File: config.mk
export PLATFORM = sky130hd
export DESIGN_NAME = div_share_arbiter
export DESIGN_NICKNAME = d
export VERILOG_FILES = /design/src/rtl/div_share_arbiter_pkg.sv /design/src/rtl/div_share_arbiter_div_core.sv /design/src/rtl/div_share_arbiter.sv
export SDC_FILE = /design/constraint.sdc
export NUM_CORES = 1
export LEC_CHECK = 0
export ABC_AREA = 1
export ABC_CLOCK_PERIOD_IN_PS = 3500
export CAP_MARGIN = 20
export CORE_UTILIZATION = 45
export CTS_BUF_LIST = sky130_fd_sc_hd__clkbuf_4 sky130_fd_sc_hd__clkbuf_8
export DETAILED_ROUTE_END_ITERATION = 10
export PLACE_DENSITY_LB_ADDON = 0.2
export SYNTH_ARGS = -nofsm -noshare
export SYNTH_HDL_FRONTEND = slang
export SYNTH_HIERARCHICAL = 1
export SYNTH_SLANG_ARGS = --single-unit
export TNS_END_PERCENT = 10
File: constraint.sdc
create_clock -name clk -period 3.5 [get_ports clk]
set_input_delay 0.525 -clock clk [delete_from_list [all_inputs] [get_ports clk]]
set_output_delay 0.525 -clock clk [all_outputs]
set_load 0.01 [all_outputs]
File: src/rtl/div_share_arbiter_pkg.sv
// Shared types and constants for the dual-lane divider arbiter.
// Optional feature macro used in this slice: DIV_EARLY_OUT_EN.
package div_share_arbiter_pkg;

  localparam int ES_TO_DIV_BUS_MD = 67;
  localparam int DIV_TO_ES_BUS_MD = 33;
  localparam int DIV_ITERS        = 32;

  typedef enum logic [1:0] {
    DIV_IDLE = 2'b00,
    DIV_BUSY = 2'b01,
    DIV_FIX  = 2'b10
  } div_state_e;

  typedef struct packed {
    logic        valid;
    logic        use_mod;
    logic        is_unsigned;
    logic [31:0] src1;
    logic [31:0] src2;
  } div_req_t;

  function automatic logic [31:0] magnitude(input logic [31:0] value, input logic is_signed);
    return (is_signed && value[31]) ? -value : value;
  endfunction

endpackage

File: src/rtl/div_share_arbiter_div_core.sv
// Iterative 32-step restoring divider with sign fix-up, owned by div_share_arbiter.
// DIV_EARLY_OUT_EN: skip the iterations when the quotient is trivially zero or the divisor is zero.
module div_core
  import div_share_arbiter_pkg::*;
(
  input  logic        clk,
  input  logic        reset,
  input  logic        kill,
  input  logic        start,
  input  logic [31:0] src1,
  input  logic [31:0] src2,
  input  logic        use_mod,
  input  logic        is_unsigned,
  output logic        busy,
  output logic        done,
  output logic [31:0] result
);

  div_state_e  state;
  logic [5:0]  step;
  logic [31:0] quo;
  logic [31:0] rem;
  logic [31:0] divisor;
  logic        neg_q;
  logic        neg_r;
  logic        mod_sel;
  logic        div_zero;

  logic [31:0] mag_a;
  logic [31:0] mag_b;
  logic [32:0] rem_shift;
  logic [32:0] diff;
  logic [31:0] q_fix;
  logic [31:0] r_fix;

  assign mag_a     = magnitude(src1, !is_unsigned);
  assign mag_b     = magnitude(src2, !is_unsigned);
  assign rem_shift = {rem, quo[31]};
  assign diff      = rem_shift - {1'b0, divisor};

  // Divide-by-zero forces the all-ones quotient; the remainder falls out of the datapath as src1.
  assign q_fix  = div_zero ? '1 : (neg_q ? -quo : quo);
  assign r_fix  = neg_r ? -rem : rem;
  assign result = mod_sel ? r_fix : q_fix;
  assign busy   = (state != DIV_IDLE);
  assign done   = (state == DIV_FIX);

  always_ff @(posedge clk) begin
    if (reset || kill) begin
      state    <= DIV_IDLE;
      step     <= '0;
      quo      <= '0;
      rem      <= '0;
      divisor  <= '0;
      neg_q    <= 1'b0;
      neg_r    <= 1'b0;
      mod_sel  <= 1'b0;
      div_zero <= 1'b0;
    end else begin
      case (state)
        DIV_IDLE: begin
          if (start) begin
            quo      <= mag_a;
            rem      <= '0;
            divisor  <= mag_b;
            step     <= '0;
            neg_q    <= !is_unsigned && (src1[31] ^ src2[31]);
            neg_r    <= !is_unsigned && src1[31];
            mod_sel  <= use_mod;
            div_zero <= (src2 == '0);
`ifdef DIV_EARLY_OUT_EN
            if ((src2 == '0) || (mag_b > mag_a)) begin
              quo   <= '0;
              rem   <= mag_a;
              state <= DIV_FIX;
            end else begin
              state <= DIV_BUSY;
            end
`else
            state <= DIV_BUSY;
`endif
          end
        end
        DIV_BUSY: begin
          if (!diff[32]) begin
            rem <= diff[31:0];
            quo <= {quo[30:0], 1'b1};
          end else begin
            rem <= rem_shift[31:0];
            quo <= {quo[30:0], 1'b0};
          end
          step <= step + 6'd1;
          if (step == 6'(DIV_ITERS - 1)) state <= DIV_FIX;
        end
        DIV_FIX:  state <= DIV_IDLE;
        default:  state <= DIV_IDLE;
      endcase
    end
  end

endmodule

File: src/rtl/div_share_arbiter.sv
// Shares one iterative divider between two EXM lanes; lane 0 (older) has fixed priority.
// DIV_EARLY_OUT_EN is honoured inside div_core.
module div_share_arbiter
  import div_share_arbiter_pkg::*;
#(
  parameter int XLEN = 32
) (
  input  logic                        clk,
  input  logic                        reset,
  input  logic [ES_TO_DIV_BUS_MD-1:0] es_to_div_bus0,
  input  logic [ES_TO_DIV_BUS_MD-1:0] es_to_div_bus1,
  output logic [XLEN:0]               div_to_es_bus0,
  output logic [XLEN:0]               div_to_es_bus1,
  input  logic                        pair_adv,
  input  logic                        flush_ES,
  output logic                        div_busy
);

  div_req_t    req0;
  div_req_t    req1;
  div_req_t    sel;
  logic        done0;
  logic        done1;
  logic [31:0] res0;
  logic [31:0] res1;
  logic        active_lane;
  logic        grant_lane;
  logic        start;
  logic        core_busy;
  logic        core_done;
  logic [31:0] core_result;

  assign req0 = div_req_t'(es_to_div_bus0);
  assign req1 = div_req_t'(es_to_div_bus1);
  assign sel  = grant_lane ? req1 : req0;

  // A lane that already holds a result is skipped until pair_adv clears it.
  always_comb begin
    start      = 1'b0;
    grant_lane = 1'b0;
    if (!core_busy) begin
      if (req0.valid && !done0) begin
        start = 1'b1;
      end else if (req1.valid && !done1) begin
        start      = 1'b1;
        grant_lane = 1'b1;
      end
    end
  end

  div_core u_div_core (
    .clk         (clk),
    .reset       (reset),
    .kill        (flush_ES),
    .start       (start),
    .src1        (sel.src1),
    .src2        (sel.src2),
    .use_mod     (sel.use_mod),
    .is_unsigned (sel.is_unsigned),
    .busy        (core_busy),
    .done        (core_done),
    .result      (core_result)
  );

  always_ff @(posedge clk) begin
    if (reset || flush_ES) begin
      done0       <= 1'b0;
      done1       <= 1'b0;
      res0        <= '0;
      res1        <= '0;
      active_lane <= 1'b0;
    end else begin
      if (pair_adv) begin
        done0 <= 1'b0;
        done1 <= 1'b0;
      end
      if (core_done) begin
        if (active_lane) begin
          res1  <= core_result;
          done1 <= 1'b1;
        end else begin
          res0  <= core_result;
          done0 <= 1'b1;
        end
      end
      if (start) active_lane <= grant_lane;
    end
  end

  assign div_to_es_bus0 = {res0, done0};
  assign div_to_es_bus1 = {res1, done1};
  assign div_busy       = core_busy;

endmodule

==> out/results.ini, run 1 <==
[sta]
finalSetupViolations = 0
period_minus_slack_ns = 2.87
transition_time_at_the_pin_with_the_least_slew_margin_ns = 0.868
final.hold.worst_slack_ns = 0.475
grt_setup_unrepaired = no
hold_viol_final = 0
sum_of_negative_setup_slack_ns = 0
worst_slack_ns = 0.630
max_freq_mhz = 348
max-slew-margin-rel = 0.421
min_period_over_period = 0.820
max_slew_violation_count = 0
worst_clock_skew_ns = 0.0240

[floorplanning]
die_ht_um = 181
design.core.area_um2 = 31600
floorplan.initialDensity = 0.457
pin_count = 205
core.rowCount = 65
die_area_um2 = 32800
fp.dieW_um = 181

[job]
timing.max_cap.violations = 0

[global_routing]
grt_pass1_vias = 14540
number_of_antenna_violations_at_the_first_check_in_global_routing = 0
globalRoute.totalOverflow = 0
largest_net_degree_at_the_start_of_global_routing = 68
grt_pass1_wl_um = 76000
groute.usage.overall = 0.287

[cts]
cts.sinks = 175
cts_htree_levels = 4
tritoncts.num_buffers = 17
holdBufCountCts = 0
cts-resized-gates = 0
clock_path_buffers = 2
path_clk_slew_ns = 0.12
cts_tree = built
cts-root-buf = sky130_fd_sc_hd__clkbuf_8
post_cts.repair.setup_buffers = 0
clock_latency_ns = 0.50

[final_layout]
final_net_count = 2789
area.sequential_um2 = 3500
final_cell_count_without_fillers = 3028
postLayoutCoreUtil = 0.545
drive_above_1_share = 0.0746
fillCellCount = 3258
syn2layout_area_growth_pct = 19.2
multi_input_comb_area_um2 = 8840
num_antenna_cells = 0

[detailed_routing]
detail-route-antenna-nets = 0
drt-vias-per-instance = 5.30
met1_length_um = 22800
routedWlPerCell_um = 15.5
detail_route_met2_wl_um = 20500
detailroute.wirelength.met3_um = 2790
number_of_design_rule_violations_left_by_the_first_detailed_router_iteration = 1407
route.detailed.drc = 0
highest_layer = met4
finalWirelength_um = 47000
via_count = 16047
firstDrtPassIters = 5

[placed_design]
dp_worst_setup_slack_ns = 0.271
dpl.cell_count = 2996
post-dp-hpwl_um = 37400
gpl.final_weighted_congestion = 0.947
io_buffers = 204

[setup_path]
worstSetupEndpointType = register
critPathRequiredTime_ns = 3.89
start_kind = register
worstSetupPathType = register to register
worst_ep_arrival_time_ns = 3.26
worst-path-max-fanout = 49

[logic_synthesis]
postSynthAreaPerCell_um2 = 5.89
synth.cell_area_um2 = 14400
async_reset_ff_frac = 0
synth_nets = 2625
most_instantiated_flip_flop_cell_in_the_synthesis_netlist = sky130_fd_sc_hd__dfxtp_1
synth_cell_type_count = 61
yosysSeqAreaShare = 0.243
number_of_synthesized_flops_with_an_enable_pin = 0
post_synth_inst_count = 2449
synth_warnings = 6
seq_cells_post_synth = 175

[power]
power.density_cell_area_nw_per_um2 = 342
power.static_leakage_uw = 0.00794
vdd_drop_max_mv = 0.239

[outcome]
run_status = complete, no violations

[hold_path]
worstHoldPathType = register to register

-- Yosys cell counts, types with 2 or more instances --
library cell,n,area (um2)
sky130_fd_sc_hd__xor2_1,24,210
sky130_fd_sc_hd__nor3_1,43,215
sky130_fd_sc_hd__nand4_1,17,106
sky130_fd_sc_hd__and2_1,3,18.8
sky130_fd_sc_hd__nor4_1,5,31.3
sky130_fd_sc_hd__a22oi_1,7,52.6
sky130_fd_sc_hd__or2_2,7,43.8
sky130_fd_sc_hd__a221oi_1,4,35.0
sky130_fd_sc_hd__clkbuf_1,51,191
sky130_fd_sc_hd__nand2_2,22,138
sky130_fd_sc_hd__nand2_1,736,2760
sky130_fd_sc_hd__o211ai_1,11,82.6
sky130_fd_sc_hd__nor2_1,174,653
sky130_fd_sc_hd__a211oi_1,2,15.0
sky130_fd_sc_hd__buf_4,5,37.5
sky130_fd_sc_hd__buf_1,5,18.8
sky130_fd_sc_hd__o32ai_1,10,87.6
sky130_fd_sc_hd__nand3_2,11,110
sky130_fd_sc_hd__a21oi_2,41,359
sky130_fd_sc_hd__o22ai_1,4,25.0
sky130_fd_sc_hd__nand3_1,184,921
sky130_fd_sc_hd__inv_1,400,1500
sky130_fd_sc_hd__o21a_1,3,22.5
sky130_fd_sc_hd__ha_1,37,463
sky130_fd_sc_hd__nor2_2,4,25.0
sky130_fd_sc_hd__dfxtp_1,175,3500
sky130_fd_sc_hd__o221ai_1,15,131
sky130_fd_sc_hd__o21ai_2,10,87.6
sky130_fd_sc_hd__a21oi_4,2,32.5
sky130_fd_sc_hd__buf_6,16,180
sky130_fd_sc_hd__nand3b_1,14,105
sky130_fd_sc_hd__o21ai_0,94,470
sky130_fd_sc_hd__a31oi_1,4,25.0
sky130_fd_sc_hd__buf_2,19,95.1
sky130_fd_sc_hd__o31ai_1,8,60.1
sky130_fd_sc_hd__nand2_4,5,56.3
sky130_fd_sc_hd__xnor2_1,12,105
sky130_fd_sc_hd__o311ai_0,2,17.5
sky130_fd_sc_hd__o21bai_1,10,75.1
sky130_fd_sc_hd__a21oi_1,164,821
sky130_fd_sc_hd__o21ai_1,56,280
sky130_fd_sc_hd__inv_2,14,52.6
-- flip-flops by register name, indices dropped and copies added (netlist names) --
name,cells
active_lane,1
done0,1
done1,1
res0,32
res1,32
u_div_core/div_zero,1
u_div_core/divisor,32
u_div_core/mod_sel,1
u_div_core/neg_q,1
u_div_core/neg_r,1
u_div_core/quo,32
u_div_core/rem,32
u_div_core/state,2
u_div_core/step,6
-- through the flow --
stage                     area (um2)  total power, uW
after floorplan                14400             3680
after global placement         16800             4370
after detailed placement       16800             4380
after CTS                      17200             5870
after global routing           17200             6250
final                          17200             5870
-- power breakdown --
part / total [uW] / switching (uW) / internal (uW) / leakage (uW)
Sequential: 2120 / 64.3 / 2050 / 0.00142
Combinational: 2270 / 1520 / 753 / 0.00633
Clock: 1480 / 930 / 553 / 0.000199
-- layout make-up --
| class | instances | share of cell area |
|---|---|---|
| clock inverters | 15 | 0.0108 |
| multi-input cells | 1761 | 0.514 |
| well taps | 402 | 0.0293 |
| repair buffers | 242 | 0.138 |
| inverters | 416 | 0.0909 |
| clock buffers | 17 | 0.0136 |
| flip-flops and latches | 175 | 0.204 |
-- layout by cell type, fill, tap and decap left out, drive strengths merged, types with 2 or more instances in the layout --
| cell | count |
|---|---|
| nor2 | 179 |
| inv | 421 |
| o211ai | 11 |
| o21bai | 10 |
| clkinv | 7 |
| a31oi | 4 |
| or2 | 8 |
| xor2 | 24 |
| clkdlybuf4s50 | 204 |
| o21a | 3 |
| dfxtp | 175 |
| a22oi | 7 |
| nand3b | 14 |
| a221oi | 4 |
| o311ai | 2 |
| o221ai | 15 |
| clkinvlp | 3 |
| ha | 37 |
| nand3 | 196 |
| a21oi | 207 |
| a211oi | 2 |
| buf | 38 |
| nor3 | 44 |
| and2 | 3 |
| o31ai | 8 |
| o22ai | 4 |
| nand2 | 764 |
| o21ai | 160 |
| o32ai | 10 |
| nand4 | 18 |
| xnor2 | 12 |
| clkbuf | 17 |
| nor4 | 5 |
-- per-layer routing --
layer  global-route usage  vias up
li1                     -     8154
met3               0.0294       60
met1                0.419     7253
met4               0.0753        0
met2                0.447      580
met5                    0        -
-- cells by family after synthesis --
family	share of synthesized area
AND/OR/NAND/NOR	0.367
buffers and inverters	0.145
AO/OA/AOI/OAI	0.189
flip-flops	0.243
adder cells (fa/ha/maj)	0.0335
XOR/XNOR	0.0219
-- worst max-delay path, stage by stage, from the launching register on --
cell and delay [ns]:
sky130_fd_sc_hd__dfxtp_1 0.33, sky130_fd_sc_hd__nor2_1 0.13, sky130_fd_sc_hd__inv_1 0.07, sky130_fd_sc_hd__inv_1 0.13, sky130_fd_sc_hd__nand4_4 0.13, sky130_fd_sc_hd__buf_12 0.19, sky130_fd_sc_hd__nand2_1 0.08, sky130_fd_sc_hd__o21ai_0 0.14
sky130_fd_sc_hd__inv_1 0.09, sky130_fd_sc_hd__ha_1 0.17, sky130_fd_sc_hd__nand2_1 0.11, sky130_fd_sc_hd__nor2_1 0.18, sky130_fd_sc_hd__nand3_1 0.15, sky130_fd_sc_hd__nor2_1 0.17, sky130_fd_sc_hd__nand3_1 0.12, sky130_fd_sc_hd__nor2_1 0.14
sky130_fd_sc_hd__nor2_1 0.07, sky130_fd_sc_hd__nand2_1 0.07, sky130_fd_sc_hd__nand2_1 0.04, sky130_fd_sc_hd__o21ai_0 0.16, sky130_fd_sc_hd__inv_1 0.05
-- final timing paths --
kind,cells past startpoint,slack (ns),from,to
setup reg to reg,20,0.63,u_div_core/state[1]$_SDFFE_PP0P_,u_div_core/divisor[30]$_SDFFE_PP0P_
hold / removal,2,0.48,res0[28]$_SDFFE_PP0P_,res0[28]$_SDFFE_PP0P_
setup / recovery,20,0.63,u_div_core/state[1]$_SDFFE_PP0P_,u_div_core/divisor[30]$_SDFFE_PP0P_
hold reg to reg,2,0.48,res0[28]$_SDFFE_PP0P_,res0[28]$_SDFFE_PP0P_
Note: power is estimated with default switching activity, not from simulation.
==> run 2, diff against run 1 <==
ABC_CLOCK_PERIOD_IN_PS = 2910   (was 3500)
clock period = 2.91 ns   (was 3.5 ns; I/O delays follow)
==> out/results.ini, run 2 (same netlist as run 1, synthesis figures left out) <==
[outcome]
run_status = complete, no violations  ; unchanged

[global_routing]
largest_net_degree_at_the_start_of_global_routing = 68  ; unchanged
number_of_antenna_violations_at_the_first_check_in_global_routing = 0  ; unchanged
globalRoute.totalOverflow = 0  ; unchanged
grt-busiest-layer = met2  ; unchanged
grt_pass1_vias = 14788  ; was 14540
grt_pass1_wl_um = 76300  ; was 76000 um
met1_track_usage_gr = 0.413  ; was 0.419
groute.usage.overall = 0.288  ; was 0.287
globalRouteMet2Util = 0.456  ; was 0.447
grtUsageMet3 = 0.0357  ; was 0.0294

[final_layout]
postLayoutCoreUtil = 0.572  ; was 0.545
layout.cells.most_common_list = sky130_fd_sc_hd__nand2_1 (736), sky130_fd_sc_hd__inv_1 (398), sky130_fd_sc_hd__clkdlybuf4s50_1 (204), sky130_fd_sc_hd__nand3_1 (181), sky130_fd_sc_hd__dfxtp_1 (174)  ; was sky130_fd_sc_hd__nand2_1 (736), sky130_fd_sc_hd__inv_1 (399), sky130_fd_sc_hd__clkdlybuf4s50_1 (204), sky130_fd_sc_hd__nand3_1 (184), sky130_fd_sc_hd__dfxtp_1 (175)
layout.cells.most_common = sky130_fd_sc_hd__nand2_1  ; unchanged
syn2layout_area_growth_pct = 25.1  ; was 19.2%
drive_above_1_share = 0.115  ; was 0.0746
num_antenna_cells = 0  ; unchanged
final_net_count = 2886  ; was 2789
fillCellCount = 3197  ; was 3258

[floorplanning]
die_ht_um = 181  ; unchanged
pin_count = 205  ; unchanged
core.rowCount = 65  ; unchanged
fp.dieW_um = 181  ; unchanged
die_area_um2 = 32800  ; unchanged
design.core.area_um2 = 31600  ; unchanged
floorplan.initialDensity = 0.457  ; unchanged

[sta]
transition_time_at_the_pin_with_the_least_slew_margin_ns = 0.750  ; was 0.868 ns
min_period_over_period = 0.919  ; was 0.820
max_freq_mhz = 374  ; was 348 MHz
period_minus_slack_ns = 2.67  ; was 2.87 ns
max-slew-margin-rel = 0.495  ; was 0.421
worst_slack_ns = 0.235  ; was 0.630 ns
final.hold.worst_slack_ns = 0.468  ; was 0.475 ns
hold_viol_final = 0  ; unchanged
max_slew_violation_count = 0  ; unchanged
worst_clock_skew_ns = 0.0277  ; was 0.0240 ns
finalSetupViolations = 0  ; unchanged
sum_of_negative_setup_slack_ns = 0  ; unchanged

[detailed_routing]
firstDrtPassIters = 5  ; unchanged
number_of_design_rule_violations_left_by_the_first_detailed_router_iteration = 1513  ; was 1407
drt-vias-per-instance = 5.22  ; was 5.30
route.detailed.drc = 0  ; unchanged
finalWirelength_um = 47600  ; was 47000 um
detail-route-antenna-nets = 0  ; unchanged
via_count = 16297  ; was 16047
routedWlPerCell_um = 15.2  ; was 15.5 um

[setup_path]
worst_ep_arrival_time_ns = 3.08  ; was 3.26 ns
critPathSlowestCell = sky130_fd_sc_hd__dfxtp_1  ; unchanged
worstPathBufferInverterCount = 1  ; was 5
slowest_delay_ns = 0.34  ; was 0.33 ns
cp_cell_sequence = inv_1 -> ha_1 -> nand3_1 -> nor2_1 -> nand2_1 -> o21ai_1 -> nand3_1 -> a21oi_1 -> or2_2 -> nand3_1 -> nand2_1 -> nand2_1 -> a21oi_2  ; was nor2_1 -> inv_1 -> inv_1 -> nand4_4 -> buf_12 -> nand2_1 -> o21ai_0 -> inv_1 -> ha_1 -> nand2_1 -> nor2_1 -> nand3_1 -> nor2_1 -> nand3_1 -> nor2_1 -> nor2_1 -> nand2_1 -> nand2_1 -> o21ai_0 -> inv_1
start_kind = register  ; unchanged
critPathRequiredTime_ns = 3.32  ; was 3.89 ns
worstSetupPathDepth = 13  ; was 20
worstSetupEndpointType = register  ; unchanged
worstSetupPathType = register to register  ; unchanged
critical-path-top-delay-family = simple AND/OR/NAND/NOR gates  ; unchanged
worstRegToRegCells = 13  ; was 20
worst-path-max-fanout = 5  ; was 49

[hold_path]
worstHoldPathType = register to register  ; unchanged
worst_hold_path.num_cells = 2  ; unchanged

[cts]
cts.sinks = 175  ; unchanged
tritoncts.num_buffers = 17  ; unchanged
clock_latency_ns = 0.48  ; was 0.50 ns
cts-root-buf = sky130_fd_sc_hd__clkbuf_8  ; unchanged
clock_path_buffers = 2  ; unchanged
cts_tree = built  ; unchanged
cts_htree_levels = 4  ; unchanged
path_clk_slew_ns = 0.10  ; was 0.12 ns
holdBufCountCts = 0  ; unchanged

[power]
power.static_leakage_uw = 0.00845  ; was 0.00794 uW
power.density_cell_area_nw_per_um2 = 400  ; was 342 nW/um2
vdd_drop_max_mv = 0.255  ; was 0.239 mV

[placed_design]
dp_worst_setup_slack_ns = -0.209  ; was 0.271 ns
post-dp-hpwl_um = 38300  ; was 37400 um
io_buffers = 204  ; unchanged
gpl.final_weighted_congestion = 0.966  ; was 0.947

[job]
timing.max_cap.violations = 0  ; unchanged

==> run 2: layout make-up <==
| cell class | count | area [um2] | area share |
|---|---|---|---|
| multi-input combinational | 1761 | 8910 | 0.494 |
| sequential | 175 | 3500 | 0.194 |
| timing repair buffer | 339 | 3130 | 0.174 |
| inverter | 416 | 1560 | 0.0866 |
| tap | 402 | 503 | 0.0279 |
| clock buffer | 17 | 234 | 0.0130 |
| clock inverter | 15 | 184 | 0.0102 |
==> run 2: path summary, 6_finish.rpt <==
path | startpoint | endpoint | slack, ns
setup / recovery | u_div_core/rem[0]$_SDFFE_PP0P_ | res1[30]$_SDFFE_PP0P_ | 0.24
hold / removal | res0[12]$_SDFFE_PP0P_ | res0[12]$_SDFFE_PP0P_ | 0.47
setup reg to reg | u_div_core/rem[0]$_SDFFE_PP0P_ | res1[30]$_SDFFE_PP0P_ | 0.24
hold reg to reg | res0[12]$_SDFFE_PP0P_ | res0[12]$_SDFFE_PP0P_ | 0.47
==> run 2: per-stage QoR <==
stage	cell area, um2	std cells	total power, uW
after floorplan	14400	2449	4430
after global placement	17500	3091	5400
after detailed placement	17500	3091	5430
after CTS	17900	3123	7190
after global routing	18000	3125	7670
final	18000	3125	7220
==> run 2: per-layer routing <==
metal | wire length, um | up-vias
li1 | - | 8340
met1 | 22700 | 7342
met2 | 21000 | 560
met3 | 2970 | 55
met4 | 883 | 0
met5 | 0 | -
==> run 2: what timing repair did <==
action                     in CTS  in global routing
setup endpoints to repair       0                 31
buffers inserted                0                  2
gates resized for setup         0                 24
==> run 2: worst register-to-register path, cell delays in order, from the launching register on <==
cell	delay [ns]
sky130_fd_sc_hd__dfxtp_1	0.34
sky130_fd_sc_hd__inv_1	0.16
sky130_fd_sc_hd__ha_1	0.23
sky130_fd_sc_hd__nand3_1	0.11
sky130_fd_sc_hd__nor2_1	0.18
sky130_fd_sc_hd__nand2_1	0.12
sky130_fd_sc_hd__o21ai_1	0.27
sky130_fd_sc_hd__nand3_1	0.24
sky130_fd_sc_hd__a21oi_1	0.22
sky130_fd_sc_hd__or2_2	0.14
sky130_fd_sc_hd__nand3_1	0.18
sky130_fd_sc_hd__nand2_1	0.19
sky130_fd_sc_hd__nand2_1	0.08
sky130_fd_sc_hd__a21oi_2	0.15
==> run 2: power by group <==
group / leakage [uW] / switching, uW / internal, uW
Combinational: 0.00682 / 1860 / 1040
Sequential: 0.00142 / 78.0 / 2470
Clock: 0.000207 / 1100 / 666
Total: 0.00845 / 3040 / 4180
